**config.mk**
```make
export PLATFORM = sky130hd
export DESIGN_NAME = ps2_key_tracker_flat
export DESIGN_NICKNAME = d
export VERILOG_FILES = /design/src/rtl/ps2_key_tracker_if.sv /design/src/rtl/ps2_key_tracker.sv /design/src/flat_wrapper.sv
export SDC_FILE = /design/constraint.sdc
export NUM_CORES = 1
export LEC_CHECK = 0
export CAP_MARGIN = 10
export CORE_UTILIZATION = 40
export CTS_CLUSTER_SIZE = 40
export DETAILED_ROUTE_END_ITERATION = 8
export GPL_TIMING_DRIVEN = 0
export PLACE_DENSITY = 0.66
export REMOVE_ABC_BUFFERS = 1
export SETUP_SLACK_MARGIN = 0.3
export SYNTH_ARGS = -nofsm -noshare
export SYNTH_HDL_FRONTEND = slang
export SYNTH_SLANG_ARGS = --single-unit
```
**constraint.sdc**
```tcl
create_clock -name clk -period 1.8 [get_ports clk]
set_input_delay 0.27 -clock clk [delete_from_list [all_inputs] [get_ports clk]]
set_output_delay 0.27 -clock clk [all_outputs]
set_load 0.01 [all_outputs]
```
**src/rtl/ps2_key_tracker_if.sv**
```systemverilog
// Scan-code byte link from the PS/2 byte receiver to ps2_key_tracker.
// Handshake: rx_valid is a one-cycle strobe and rx_data is meaningful only in
// that cycle. There is no ready; the consumer must accept every strobed byte.
interface ps2_key_tracker_if;
  logic [7:0] rx_data;
  logic       rx_valid;

  modport master (output rx_data, output rx_valid);
  modport slave  (input  rx_data, input  rx_valid);
endinterface

```
**src/rtl/ps2_key_tracker.sv**
```systemverilog
// ps2_key_tracker: turns PS/2 set-2 scan codes into held-key flags (A, D, W,
// Space), a last-pressed-wins left/right direction and a one-cycle change strobe.
// A prefix (E0/F0) left pending for TIMEOUT_CYCLES idle cycles is abandoned.
// Optional macro ARROW_KEYS_EN: extended left/right arrows (E0 6B / E0 74)
// alias onto the A / D flags. Without it every extended code is ignored.
// fsm_state exposes the prefix state (0 IDLE, 1 EXT, 2 BRK, 3 EXT_BRK).
module ps2_key_tracker #(
  parameter int TIMEOUT_CYCLES = 400000,
  parameter int CNT_W          = 19
) (
  input  logic                    clk,
  input  logic                    rst,
  ps2_key_tracker_if.slave        rx,
  output logic                    a_pressed,
  output logic                    d_pressed,
  output logic                    w_pressed,
  output logic                    space_pressed,
  output logic [1:0]              move_dir,
  output logic                    key_event,
  output logic [1:0]              fsm_state
);

  typedef enum logic [1:0] {
    IDLE    = 2'd0,
    EXT     = 2'd1,
    BRK     = 2'd2,
    EXT_BRK = 2'd3
  } state_t;

  localparam logic [CNT_W-1:0] CNT_LIMIT = CNT_W'(TIMEOUT_CYCLES - 1);
  localparam logic [CNT_W-1:0] CNT_ONE   = CNT_W'(1);

  state_t           state;
  logic [CNT_W-1:0] cnt;

  logic       is_e0, is_f0, is_ext;
  logic       do_make, do_rel;
  logic       hit_a, hit_d, hit_w, hit_sp;
  logic       a_next, d_next, w_next, sp_next;
  logic [1:0] dir_next;
  logic       changed;

  assign fsm_state = state;

  // Decode the strobed byte against the current prefix state into a key action.
  always_comb begin
    is_e0   = (rx.rx_data == 8'hE0);
    is_f0   = (rx.rx_data == 8'hF0);
    is_ext  = (state == EXT) || (state == EXT_BRK);
    do_make = 1'b0;
    do_rel  = 1'b0;
    hit_a   = 1'b0;
    hit_d   = 1'b0;
    hit_w   = 1'b0;
    hit_sp  = 1'b0;

    if (rx.rx_valid && !is_e0 && !is_f0) begin
      do_make = (state == IDLE) || (state == EXT);
      do_rel  = (state == BRK)  || (state == EXT_BRK);
    end

    if (!is_ext) begin
      hit_a  = (rx.rx_data == 8'h1C);
      hit_d  = (rx.rx_data == 8'h23);
      hit_w  = (rx.rx_data == 8'h1D);
      hit_sp = (rx.rx_data == 8'h29);
    end else begin
`ifdef ARROW_KEYS_EN
      hit_a = (rx.rx_data == 8'h6B);
      hit_d = (rx.rx_data == 8'h74);
`else
      hit_a = 1'b0;
      hit_d = 1'b0;
`endif
    end
  end

  // Next flag values and direction; repeats and releases of unheld keys fall out as no-ops.
  always_comb begin
    a_next   = a_pressed;
    d_next   = d_pressed;
    w_next   = w_pressed;
    sp_next  = space_pressed;
    dir_next = move_dir;

    if (do_make) begin
      if (hit_a)  a_next  = 1'b1;
      if (hit_d)  d_next  = 1'b1;
      if (hit_w)  w_next  = 1'b1;
      if (hit_sp) sp_next = 1'b1;
      if (hit_a && !a_pressed) dir_next = 2'b01;
      if (hit_d && !d_pressed) dir_next = 2'b10;
    end

    if (do_rel) begin
      if (hit_a)  a_next  = 1'b0;
      if (hit_d)  d_next  = 1'b0;
      if (hit_w)  w_next  = 1'b0;
      if (hit_sp) sp_next = 1'b0;
      if (hit_a && a_pressed) dir_next = d_pressed ? 2'b10 : 2'b00;
      if (hit_d && d_pressed) dir_next = a_pressed ? 2'b01 : 2'b00;
    end

    changed = (a_next != a_pressed) || (d_next != d_pressed) ||
              (w_next != w_pressed) || (sp_next != space_pressed);
  end

  // Prefix FSM, timeout counter and registered outputs.
  always_ff @(posedge clk or negedge rst) begin
    if (!rst) begin
      state         <= IDLE;
      cnt           <= '0;
      a_pressed     <= 1'b0;
      d_pressed     <= 1'b0;
      w_pressed     <= 1'b0;
      space_pressed <= 1'b0;
      move_dir      <= 2'b00;
      key_event     <= 1'b0;
    end else begin
      a_pressed     <= a_next;
      d_pressed     <= d_next;
      w_pressed     <= w_next;
      space_pressed <= sp_next;
      move_dir      <= dir_next;
      key_event     <= changed;

      if (rx.rx_valid) begin
        // A byte always wins over a timeout landing in the same cycle.
        cnt <= '0;
        unique case (state)
          IDLE:    state <= is_e0 ? EXT : (is_f0 ? BRK : IDLE);
          EXT:     state <= is_f0 ? EXT_BRK : (is_e0 ? EXT : IDLE);
          BRK:     state <= is_e0 ? EXT : (is_f0 ? BRK : IDLE);
          EXT_BRK: state <= (is_e0 || is_f0) ? EXT_BRK : IDLE;
          default: state <= IDLE;
        endcase
      end else if (state == IDLE) begin
        cnt <= '0;
      end else if (cnt == CNT_LIMIT) begin
        state <= IDLE;
        cnt   <= '0;
      end else begin
        cnt <= cnt + CNT_ONE;
      end
    end
  end

endmodule

```
**src/flat_wrapper.sv**
```systemverilog
// flat-port wrapper written by rule: the top's interface ports become plain ports
module ps2_key_tracker_flat 
#(
  parameter int TIMEOUT_CYCLES = 400000,
  parameter int CNT_W          = 19
)
  (clk, rst, a_pressed, d_pressed, w_pressed, space_pressed, move_dir, key_event, fsm_state, rx_rx_data, rx_rx_valid);
  ps2_key_tracker_if rx_i ();
  input  logic clk;
  input  logic rst;
  output logic a_pressed;
  output logic d_pressed;
  output logic w_pressed;
  output logic space_pressed;
  output logic [1:0] move_dir;
  output logic key_event;
  output logic [1:0] fsm_state;
  input wire logic [$bits(rx_i.rx_data)-1:0] rx_rx_data;
  input wire logic [$bits(rx_i.rx_valid)-1:0] rx_rx_valid;
  assign rx_i.rx_data = rx_rx_data;
  assign rx_i.rx_valid = rx_rx_valid;
  ps2_key_tracker #(.TIMEOUT_CYCLES(TIMEOUT_CYCLES), .CNT_W(CNT_W)) u_core (.clk(clk), .rst(rst), .rx(rx_i), .a_pressed(a_pressed), .d_pressed(d_pressed), .w_pressed(w_pressed), .space_pressed(space_pressed), .move_dir(move_dir), .key_event(key_event), .fsm_state(fsm_state));
endmodule
```
Word-level counts from Yosys, hierarchy flattened
Cells that the tools add are included.

storage, ports and cells
  bits in registers = 28
  output and inout bits = 9

cells by class
  $add $sub $neg = 1
  equal/unequal tests = 15
  muxes and demuxes = 42
  reductions and logical operators = 21

operator list
  kind                     number
  $mux W19                 3
  $mux W2                  14
  $mux W1                  24
  $add A19 B1 Y19 const B  1
  $eq A19 B19 Y1 const B   1
  $eq A8 B5 Y1 const B     2
  $eq A8 B6 Y1 const B     2
  $eq A8 B8 Y1 const B     2
  $logic_or A1 B1 Y1       7
  $logic_and A1 B1 Y1      6
  $pmux W2 S3              1
  $eq A2 B2 Y1 const B     2
  $logic_not A1 Y1         4
  $ne A1 B1 Y1             4
  $eq A2 B1 Y1 const B     1
  $logic_not A2 Y1         1
  $ne A2 B2 Y1 const B     1
  $reduce_and A2 Y1        1
  $reduce_bool A2 Y1       1
  $reduce_or A2 Y1         1

Longest topological paths before layout
Gate-level depths: netlist (run 1).

  depth in word-level cells = 12
  depth in mapped cells = 7

Worst setup path after synthesis (run 1)
Ideal clock, no wire load.

  kind = flip-flop to flip-flop
  start point = reg u_core.state[0], in the netlist u_core.fsm_state[0]
  end point = reg u_core.move_dir[1]
  setup time = 0.082 ns
  arrival time = 1.522 ns
  required time = 1.718 ns
  path slack = 0.196 ns
  cell stages (with the launch flop) = 6
  cells stage by stage = dfrtp_1 > or3_4 > nor4_4 > o21ba_2 > nand2_1 > a22oi_2

between the ends
  word-level cells in the longest chain between the ends = 10
  elaborated cells on any way between the ends = 21
  classes of those cells = eq/ne (3); mux (10); reduce/logical (8)

RTL lines
  item                                                 RTL line                                                             RTL
  from (decl)                                          ps2_key_tracker.sv:33                                                state_t state;
  from (signal assigned)                               ps2_key_tracker.sv:131                                               IDLE: state <= is_e0 ? EXT : (is_f0 ? BRK : IDLE);
  from (signal assigned)                               ps2_key_tracker.sv:132                                               EXT: state <= is_f0 ? EXT_BRK : (is_e0 ? EXT : IDLE);
  from (signal assigned)                               ps2_key_tracker.sv:133                                               BRK: state <= is_e0 ? EXT : (is_f0 ? BRK : IDLE);
  $eq A2 B1 Y1 / $eq A2 B2 Y1 (equally long branches)  ps2_key_tracker.sv:49, ps2_key_tracker.sv:58, ps2_key_tracker.sv:59
  $logic_or A1 B1 Y1                                   ps2_key_tracker.sv:49                                                is_ext = (state == EXT) || (state == EXT_BRK);
  $mux W1                                              ps2_key_tracker.sv:62                                                if (!is_ext) begin
  $logic_and A1 B1 Y1                                  ps2_key_tracker.sv:91                                                if (hit_a && !a_pressed) dir_next = 2'b01;
  $mux W2                                              ps2_key_tracker.sv:91
  $mux W2                                              ps2_key_tracker.sv:92                                                if (hit_d && !d_pressed) dir_next = 2'b10;
  $mux W2                                              ps2_key_tracker.sv:86                                                if (do_make) begin
  $mux W2                                              ps2_key_tracker.sv:100                                               if (hit_a && a_pressed) dir_next = d_pressed ? 2'b10 : 2'b00;
  $mux W2                                              ps2_key_tracker.sv:101                                               if (hit_d && d_pressed) dir_next = a_pressed ? 2'b01 : 2'b00;
  $mux W2 *                                            ps2_key_tracker.sv:95                                                if (do_rel) begin
  net u_core.dir_next[1]                               ps2_key_tracker.sv:40                                                logic [1:0] dir_next;
  to (signal assigned)                                 ps2_key_tracker.sv:124                                               move_dir <= dir_next;
  to (decl)                                            ps2_key_tracker.sv:18                                                output logic [1:0] move_dir,

The timed path passes the listed nets; every way through them passes the cells marked *.
A chain may end at the register's enable or synchronous reset.

Worst setup path in the final report (run 1)
Ends and elaborated chain as after synthesis.

==> results of run 1 <==
==> power groups by stage <==
stage / logic, mW / registers [mW] / clock network [mW]
global placement: 0.116 / 0.662 / 0
CTS: 0.143 / 0.647 / 0.389
global route: 0.157 / 0.648 / 0.420
detailed placement: 0.118 / 0.663 / 0
floorplan: 0.0384 / 0.666 / 0
finish: 0.145 / 0.647 / 0.381
==> worst register-to-register path: cells and delay by family, from the launching register on <==
family | cells | cell delay (ps)
AOI/OAI and AO/OA | 2 | 330
DFF | 1 | 450
and+or+nand+nor | 3 | 700
==> registers in the layout, indices dropped and copies added (netlist names) <==
register              cells
u_core.space_pressed      1
u_core.fsm_state          2
u_core.a_pressed          1
u_core.move_dir           2
u_core.w_pressed          1
u_core.cnt               19
u_core.key_event          1
u_core.d_pressed          1
==> area by class of cell <==
cell class | instances | area, µm²
well taps | 48 | 60.1
repair buffers | 39 | 340
inverters | 9 | 33.8
flip-flops and latches | 28 | 708
multi-input cells | 122 | 1000
fillers | 319 | 1510
clock buffers | 4 | 55.1
==> per-stage QoR <==
step / instance area (µm²) / util (%) / hold slack [ps]
finish: 2200 / 59.3 / -3.67
global route: 2200 / 59.3 / 53.6
CTS: 2110 / 56.8 / 558
detailed placement: 1800 / 48.4 / 459
global placement: 1800 / 48.4 / 444
floorplan: 1550 / - / -25.6
==> placed cells by master (no fill, tap or decap), types with 2 or more instances in the layout <==
master                            instances
sky130_fd_sc_hd__o22ai_1                  2
sky130_fd_sc_hd__nand2b_1                 2
sky130_fd_sc_hd__mux2i_1                  2
sky130_fd_sc_hd__clkbuf_8                 4
sky130_fd_sc_hd__nor4_4                   3
sky130_fd_sc_hd__o21ai_4                  3
sky130_fd_sc_hd__clkdlybuf4s15_2          3
sky130_fd_sc_hd__nor2_1                  24
sky130_fd_sc_hd__nand3_1                 10
sky130_fd_sc_hd__nor3_4                   3
sky130_fd_sc_hd__dlygate4sd2_1            5
sky130_fd_sc_hd__xnor2_1                  7
sky130_fd_sc_hd__nor2_2                   2
sky130_fd_sc_hd__clkdlybuf4s50_1          6
sky130_fd_sc_hd__o21ai_0                  4
sky130_fd_sc_hd__xor2_1                   9
sky130_fd_sc_hd__nand4_1                  2
sky130_fd_sc_hd__dlymetal6s2s_1           3
sky130_fd_sc_hd__and3_1                   2
sky130_fd_sc_hd__dfrtp_1                 22
sky130_fd_sc_hd__nand2_1                 10
sky130_fd_sc_hd__buf_4                   20
sky130_fd_sc_hd__a21oi_1                  2
sky130_fd_sc_hd__nand4b_1                 2
sky130_fd_sc_hd__inv_1                    9
sky130_fd_sc_hd__dfrtp_2                  6
sky130_fd_sc_hd__a221oi_1                 3
==> metal layers <==
| metal | global-route usage, % | up-vias | share of wire, % |
|---|---|---|---|
| met1 | 25.0 | 662 | 44 |
| met4 | 5.28 | 0 | 1.1 |
| li1 | - | 655 | - |
| met3 | 2.46 | 7 | 4.6 |
| met5 | 0 | - | 0 |
| met2 | 34.9 | 38 | 50 |
==> worst paths after layout <==
check / from / cells past startpoint / slack [ps] / end
max in group asynchronous: rst / 1 / 1360 / u_core.d_pressed
hold reg to reg: u_core.cnt[18] / 2 / 570 / u_core.cnt[18]
hold / removal: rst / 1 / -4 / u_core.cnt[5]
setup reg to reg: u_core.fsm_state[0] / 5 / 250 / u_core.move_dir[1]
setup / recovery: u_core.fsm_state[0] / 5 / 250 / u_core.move_dir[1]
min in group clk: rx_rx_data[4] / 3 / 310 / u_core.fsm_state[1]
==> logic make-up (layout without fill, tap and decap cells) <==
| kind of cell | after synthesis | in the layout | share of synthesized area [%] |
|---|---|---|---|
| AND/OR/NAND/NOR | 78 | 78 | 29.3 |
| buffers and inverters | 11 | 52 | 3.20 |
| adder cells (fa/ha/maj) | 1 | 1 | 0.799 |
| AO/OA/AOI/OAI | 22 | 25 | 11.8 |
| multiplexers | 2 | 2 | 1.28 |
| XOR/XNOR | 16 | 16 | 8.95 |
| flip-flops | 28 | 28 | 44.8 |
==> timing repair <==
action                                  4_1_cts  5_1_grt
buffers inserted                             15        5
gates resized for setup                      39       14
pin swaps                                    18       26
gates cloned                                  2        1
endpoints found under the setup margin       29       30
endpoints found under the hold margin         0        0
==> results.md, run 1 <==
- The sequential fraction of the synthesis area is 44.8%.
- The maximum ir drop on the vdd rail is 0.352 mV.
- The number of H-tree branching levels is 1.
- Counting flops and latches in the post-synthesis netlist gives 28.
- The pin count of the biggest net entering global routing is 29.
- During synthesis, Yosys emitted a total of 0 warnings.
- Between clock sinks in the finished design, the worst skew comes to 5.72 ps.
- In this run the count of I/O pins placed on the die edge is 20.
- The internal power of the cells totals just over 0.9 mW.
- Data arrives at the worst endpoint at 1750 ps.
- The die outline width is approximately 65 µm.
- The floorplan step defined a core boundary enclosing 3720 µm².
- Of the post-synthesis cell area, the dominant cell type holds 44.8%.
- Prior to clock tree synthesis, the placed netlist has a worst setup slack of -245 ps.
- Setup repair after global routing could not meet its margin everywhere.
- The critical path's top delay family is simple AND/OR/NAND/NOR gates.
- The path type of the worst setup path is register to register.
- The switching component of the power is 0.268 mW.
- Leaving out filler cells and counting taps, the final layout contains 250.
- The largest incremental delay on the critical path is 450 ps.
- In the routed design, unresolved DRC markers number 0.
- The antenna diode count is 0.
- The final HPWL from detailed placement is 2350 µm.
- Clock latency on the worst-skew pair, taken at its later pin, is 270 ps.
- The count of buffers added on input and output ports is 19.
- The share of total power consumed by net switching is 22.9%.
- The total instance count after detailed placement is about 220.
- The biggest area contributor in the post-synthesis netlist is sky130_fd_sc_hd__dfrtp_1.
- After floorplanning, the core was divided into 22 placement rows.
- The number of enable flip-flop cells after synthesis is 0.
- TritonCTS built the clock tree.
- The clock root buffer is sky130_fd_sc_hd__clkbuf_8.
- The die height is 64.6 µm.
- Based on the critical path, the design can be clocked at up to 644 MHz.
- The commonest cells after synthesis are sky130_fd_sc_hd__dfrtp_1 (28), sky130_fd_sc_hd__nor2_1 (26), sky130_fd_sc_hd__nand2_1 (11), sky130_fd_sc_hd__nand3_1 (11).
- Max-cap violations in this run came to 0.
- The number of antenna violations at the first check in global routing was 0.
- The post-synthesis cell area is 1570 µm².
- The maximum number of buffers from clock root to sink is 2.
- The critical path contains buffers and inverters numbering 0 combined.
- The detail route stage leaves a number of antenna-violating nets equal to 0.
- The tightest min-delay check is of the input pin to async pin type.
- Of the cells placed in the final design, the portion with a size suffix greater than 1 is 33.2%.
- The final-report hold violation count is 10.
- The setup TNS is 0 ps.
- The signal on the critical path passes through or3_4 > nor4_4 > o21ba_2 > nand2_1 > a22oi_2.
- For this run, the post-layout net count is 215.
- The worst setup path is captured at a register.
- The number of global-route vias before repair came to 1384.
- The register share of total power is 55.2%.
- The number of hold buffers added after CTS was 0.
- The global route total overflow is 0.
- The slew at the pin closest to its max-slew limit is a little over 600 ps.
- The analysis attributes to cell leakage a power of between 0.9 and 1 nW.
- The die covers 4170 µm².
- Along the worst path, the maximum fanout reaches 4.
- The first global-routing pass estimated 6360 µm of wire.
- For this design the ratio of total power to cell area is around 530 nW/µm².
- The global-route total usage across every layer is approximately a fifth.
- The kind of start point of the critical path is a register.
- Dividing the synthesized area by the synthesized cell count gives between 9 and 10 µm².
- The initial utilization of the core area, before any placement, comes to 42.1%.
- Final hold analysis gives a worst-case slack of -3.67 ps.
- The iteration count of the initial detailed-routing pass is 4.
- The routability congestion estimate is ~0.80.
- The count of final max-slew check failures is 0.
- The final reports fail on hold timing.
- Setup violations remaining at the end of the flow were counted as 0.
- Setup slack on the critical path of the routed design comes to roughly 250 ps.
- In this run, the number of DRC markers left after iteration 0 of detailed routing was 54.
- The flow ran to the end, but the final reports show violations.
- The most used flip-flop cell after synthesis is sky130_fd_sc_hd__dfrtp_1.
- The distinct cell type count of the synthesized netlist is 46.
- The per-cell via count in the routed design is 5.45.
- Buffers inserted during clock tree synthesis total 3.
- Relative to the synthesized area, the layout overhead comes to 40.7%.
- The via count is 1362.
- After detailed routing, the total wire length is between 3000 and 4000 µm.
- The post-route minimum period is 1550 ps.
- The number of sinks on the clock net is 28.
- Yosys attributes the largest share of cell area to sky130_fd_sc_hd__dfrtp_1 (45%), sky130_fd_sc_hd__nor2_1 (6.2%), sky130_fd_sc_hd__xor2_1 (5.0%).
- Overall power consumption after layout is estimated at 1.17 mW.
- The proportion of register bits with asynchronous set or reset after synthesis is between 90% and 100%.
- At the worst endpoint, the required time is 2000 ps.
- The average detailed-routed wire length per instance is 15.2 µm.
- sky130_fd_sc_hd__dfrtp_1 is the most common cell in the netlist.
- Synthesis produced 158 cells.
- The share of power burned in the clock network is between 30 and 40%.
- Dividing the final minimum period by the clock period gives 86.3%.
- For this design, the slowest cell found on the critical path is sky130_fd_sc_hd__dfrtp_2.
- Clock-pin slew was measured on the worst setup and hold paths at around 90 ps.
- The combinational power share is 12.4%.
- The worst slew margin relative to its limit is 59.1%.
Power figures use the tool's default switching activity.
==> inputs of run 2 (changes only) <==
--- a/config.mk
+++ b/config.mk
@@ -5,7 +5,6 @@
 export SDC_FILE = /design/constraint.sdc
 export NUM_CORES = 1
 export LEC_CHECK = 0
-export CAP_MARGIN = 10
 export CORE_UTILIZATION = 40
 export CTS_CLUSTER_SIZE = 40
 export DETAILED_ROUTE_END_ITERATION = 8
==> results of run 2 <==
The final DEF is identical to that of run 1; final timing and power are the same.
==> inputs of run 3 (changes only) <==
--- a/config.mk
+++ b/config.mk
@@ -5,13 +5,14 @@
 export SDC_FILE = /design/constraint.sdc
 export NUM_CORES = 1
 export LEC_CHECK = 0
+export CORE_ASPECT_RATIO = 1.75
 export CORE_UTILIZATION = 40
 export CTS_CLUSTER_SIZE = 40
 export DETAILED_ROUTE_END_ITERATION = 8
 export GPL_TIMING_DRIVEN = 0
 export PLACE_DENSITY = 0.66
 export REMOVE_ABC_BUFFERS = 1
-export SETUP_SLACK_MARGIN = 0.3
+export SETUP_SLACK_MARGIN = 0.05
 export SYNTH_ARGS = -nofsm -noshare
 export SYNTH_HDL_FRONTEND = slang
 export SYNTH_SLANG_ARGS = --single-unit
==> results.md, run 3 (synthesis results as in run 1) <==
- Result of the run: finished, final reports clean (was finished with violations).
- The clock tree from TritonCTS is done (unchanged).
- The max capacitance violation total is 0 (unchanged).
- The total CTS buffers is 3 (unchanged).
- The arrival time at the worst endpoint is 1870 ps (was 1750 ps).
- The number of antenna violations at the first check in global routing is 0 (unchanged).
- The maximum ir drop on the vdd rail is 0.390 mV (was 0.352 mV).
- The pin count of the biggest net entering global routing was 29 (unchanged).
- The remaining routing DRC violations was 0 (unchanged).
- The capturing point of the worst reg2reg path is u_core.key_event (was u_core.move_dir[1]).
- The hold-fix buffer count after cts is 0 (unchanged).
- The post-route clock skew came to 6.46 ps (was 5.72 ps).
- The synthesis-to-finish area growth is 25.7% (was 40.7%).
- The number of nets with antenna violations after routing is 0 (unchanged).
- The post-route total power was 1.11 mW (was 1.17 mW).
- The sum of routed wire length over all layers is 3530 µm (was 3810 µm).
- The via count is 1294 (was 1362).
- The flip-flop count of the largest register after layout is 19 (unchanged).
- The count of final max-slew check failures came to 0 (unchanged).
- Highest-count cells in the layout ignoring fill and taps: sky130_fd_sc_hd__nor2_1 (26), sky130_fd_sc_hd__dfrtp_1 (26), sky130_fd_sc_hd__clkdlybuf4s50_1 (12) (was sky130_fd_sc_hd__nor2_1 (24), sky130_fd_sc_hd__dfrtp_1 (22), sky130_fd_sc_hd__buf_4 (20)).
- The number of inserted filler cells in the final layout is 341 (was 319).
- The reg-to-reg setup timing slack is 140 ps (was 250 ps).
- The share of total power consumed by net switching was 23.6% (was 22.9%).
- The number of sinks on the clock net was 28 (unchanged).
- The placement row count is 29 (was 22).
- The area of combinational cells with multiple inputs is 910 µm² (was 1000 µm²).
- The launch point of the worst reg-to-reg path is u_core.fsm_state[0] (unchanged).
- The initial core utilization is 42.7% (was 42.1%).
- The worst-case setup margin in the final layout is 121 ps (was 246 ps).
- The peak fanout along the critical path is 6 (was 4).
- The die outline width was 49.3 µm (was 64.6 µm).
- The count of port buffers added during placement is 19 (unchanged).
- The area of placed instances was 1800 µm² (about the same).
- The setup TNS is 0 ps (unchanged).
- The most flop-heavy register is u_core.cnt (unchanged).
- The clock transition at the registers of the reported paths came to 90 ps (about the same).
- The maximum number of buffers from clock root to sink is 2 (unchanged).
- The worst setup slack after placement is -284 ps (was -245 ps).
- The post-route minimum period is 1680 ps (was 1550 ps).
- The final worst hold slack is 3.12 ps (was -3.67 ps).
- The category of the worst setup path capture point is a register (unchanged).
- The slew at the pin closest to its max-slew limit is 633 ps (was 613 ps).
- The number of DRC markers in iteration 0 is 17 (was 54).
- The leakage power of the design is 0.803 nW (was 0.924 nW).
- Unrepaired setup endpoints after global routing: yes (unchanged).
- The per-cell via count in the routed design was 5.63 (was 5.45).
- The total die area was 4180 µm² (was 4170 µm²).
- The path type of the worst setup path is input pin to register (was register to register).
- The global route total overflow came to 0 (unchanged).
- The total power density per cell area was 565 nW/µm² (was 533 nW/µm²).
- The portion of the clock cycle consumed by the worst path in the final layout is 93.3% (was 86.3%).
- The maximum clock frequency came to 596 MHz (was 644 MHz).
- The global-route wire length before repair came to 6040 µm (was 6360 µm).
- The number of H-tree branching levels is 1 (unchanged).
- The count of pins on the block boundary came to 20 (unchanged).
- The cell internal power dissipation is 0.850 mW (was 0.905 mW).
- The register share of total power is 58.5% (was 55.2%).
- The iteration count of the initial detailed-routing pass is 4 (unchanged).
- The number of global-route vias before repair is 1288 (was 1384).
- The number of cells in the finished layout apart from fillers came to 230 (was 250).
- The depth of the worst register-to-register path came to 5 (unchanged).
- The total instance count after detailed placement was 221 (was 223).
- The worst slew margin relative to its limit is 57.8% (was 59.1%).
- The class of the tightest hold or removal check is input pin to async pin (unchanged).
- The area of all placed cells without fillers is 1970 µm² (was 2200 µm²).
- The flip-flop and latch area was 703 µm² (was 708 µm²).
- The final cell utilization of the core is 53.7% (was 59.3%).
- The kind of start point of the critical path is an input pin (was register).
- The share of final-layout standard cells stronger than drive strength 1 is 17.4% (was 33.2%).
- The average detailed-routed wire length per instance is 15.3 µm (was 15.2 µm).
- The final-report hold violation count came to 0 (was 10).
- The clock root buffer is sky130_fd_sc_hd__clkbuf_8 (unchanged).
- The final HPWL from detailed placement came to 2480 µm (was 2350 µm).
- The antenna diode count is 0 (unchanged).
- The switching component of the power was 0.263 mW (was 0.268 mW).
- The routability congestion estimate is 0.887 (was 0.802).
- The insertion delay of the later-clocked pin in the worst-skew pair came to 270 ps (about the same).
- The die height is 84.8 µm (was 64.6 µm).
- The global-route total usage across every layer is 19.2% (was 19.7%).
- The share of power burned in the clock network is 30.3% (was 32.5%).
- The area of the core is 3660 µm² (was 3720 µm²).
- The required time at the endpoint of the critical path is 1990 ps (was 2000 ps).
- The post-layout net count is 198 (was 215).
- The count of endpoints failing setup in the final report is 0 (unchanged).
- The combinational power share is 11.3% (was 12.4%).
-- run 3: timing repair --
item	in CTS	in global routing
resized for setup	9	12
buffers inserted	3	2
setup endpoints to repair	21	23
pin swaps	3	3
gates cloned	1	0
-- run 3: routing by layer --
layer  track usage [%]  share of wire, %  routed length [µm]  vias up
li1                  -                 -                   -      614
met1              20.8                40                1410      639
met2              33.1                54                1910       34
met3              3.62               3.6                 127        7
met4              12.6               2.4                  83        0
met5                 0                 0                   0        -
-- run 3: worst max-delay path, stage by stage --
cell	delay [ps]
sky130_fd_sc_hd__clkdlybuf4s50_1	680
sky130_fd_sc_hd__nand4bb_4	210
sky130_fd_sc_hd__nor3_2	270
sky130_fd_sc_hd__and2_1	190
sky130_fd_sc_hd__o32ai_1	80
sky130_fd_sc_hd__o22ai_1	160
-- run 3: worst max path at each step --
stage,depth (start not counted),start,slack [ps],end
2_1_floorplan,5,u_core.fsm_state[0],190,u_core.move_dir[1]
3_3_place_gp,6,rx_rx_data[3],-220,u_core.move_dir[1]
3_5_place_dp,6,rx_rx_data[3],-280,u_core.move_dir[1]
4_1_cts,5,u_core.fsm_state[0],30,u_core.move_dir[1]
5_1_grt,6,rx_rx_data[3],50,u_core.move_dir[1]
6_report,6,rx_rx_data[0],120,u_core.key_event
-- run 3: layout make-up --
class	instances	area share, %
Sequential cell	28	35.7
Multi-Input combinational cell	120	46.2
Inverter	9	1.72
Timing Repair Buffer	24	11.3
Tap cell	46	2.92
Clock buffer	3	2.10
-- run 3: power by group through the flow --
stage / clock network [mW] / registers (mW) / logic (mW)
after floorplan: 0 / 0.666 / 0.0384
after global placement: 0 / 0.662 / 0.117
after detailed placement: 0 / 0.663 / 0.119
after CTS: 0.349 / 0.651 / 0.122
after global routing: 0.382 / 0.652 / 0.137
final: 0.337 / 0.651 / 0.125
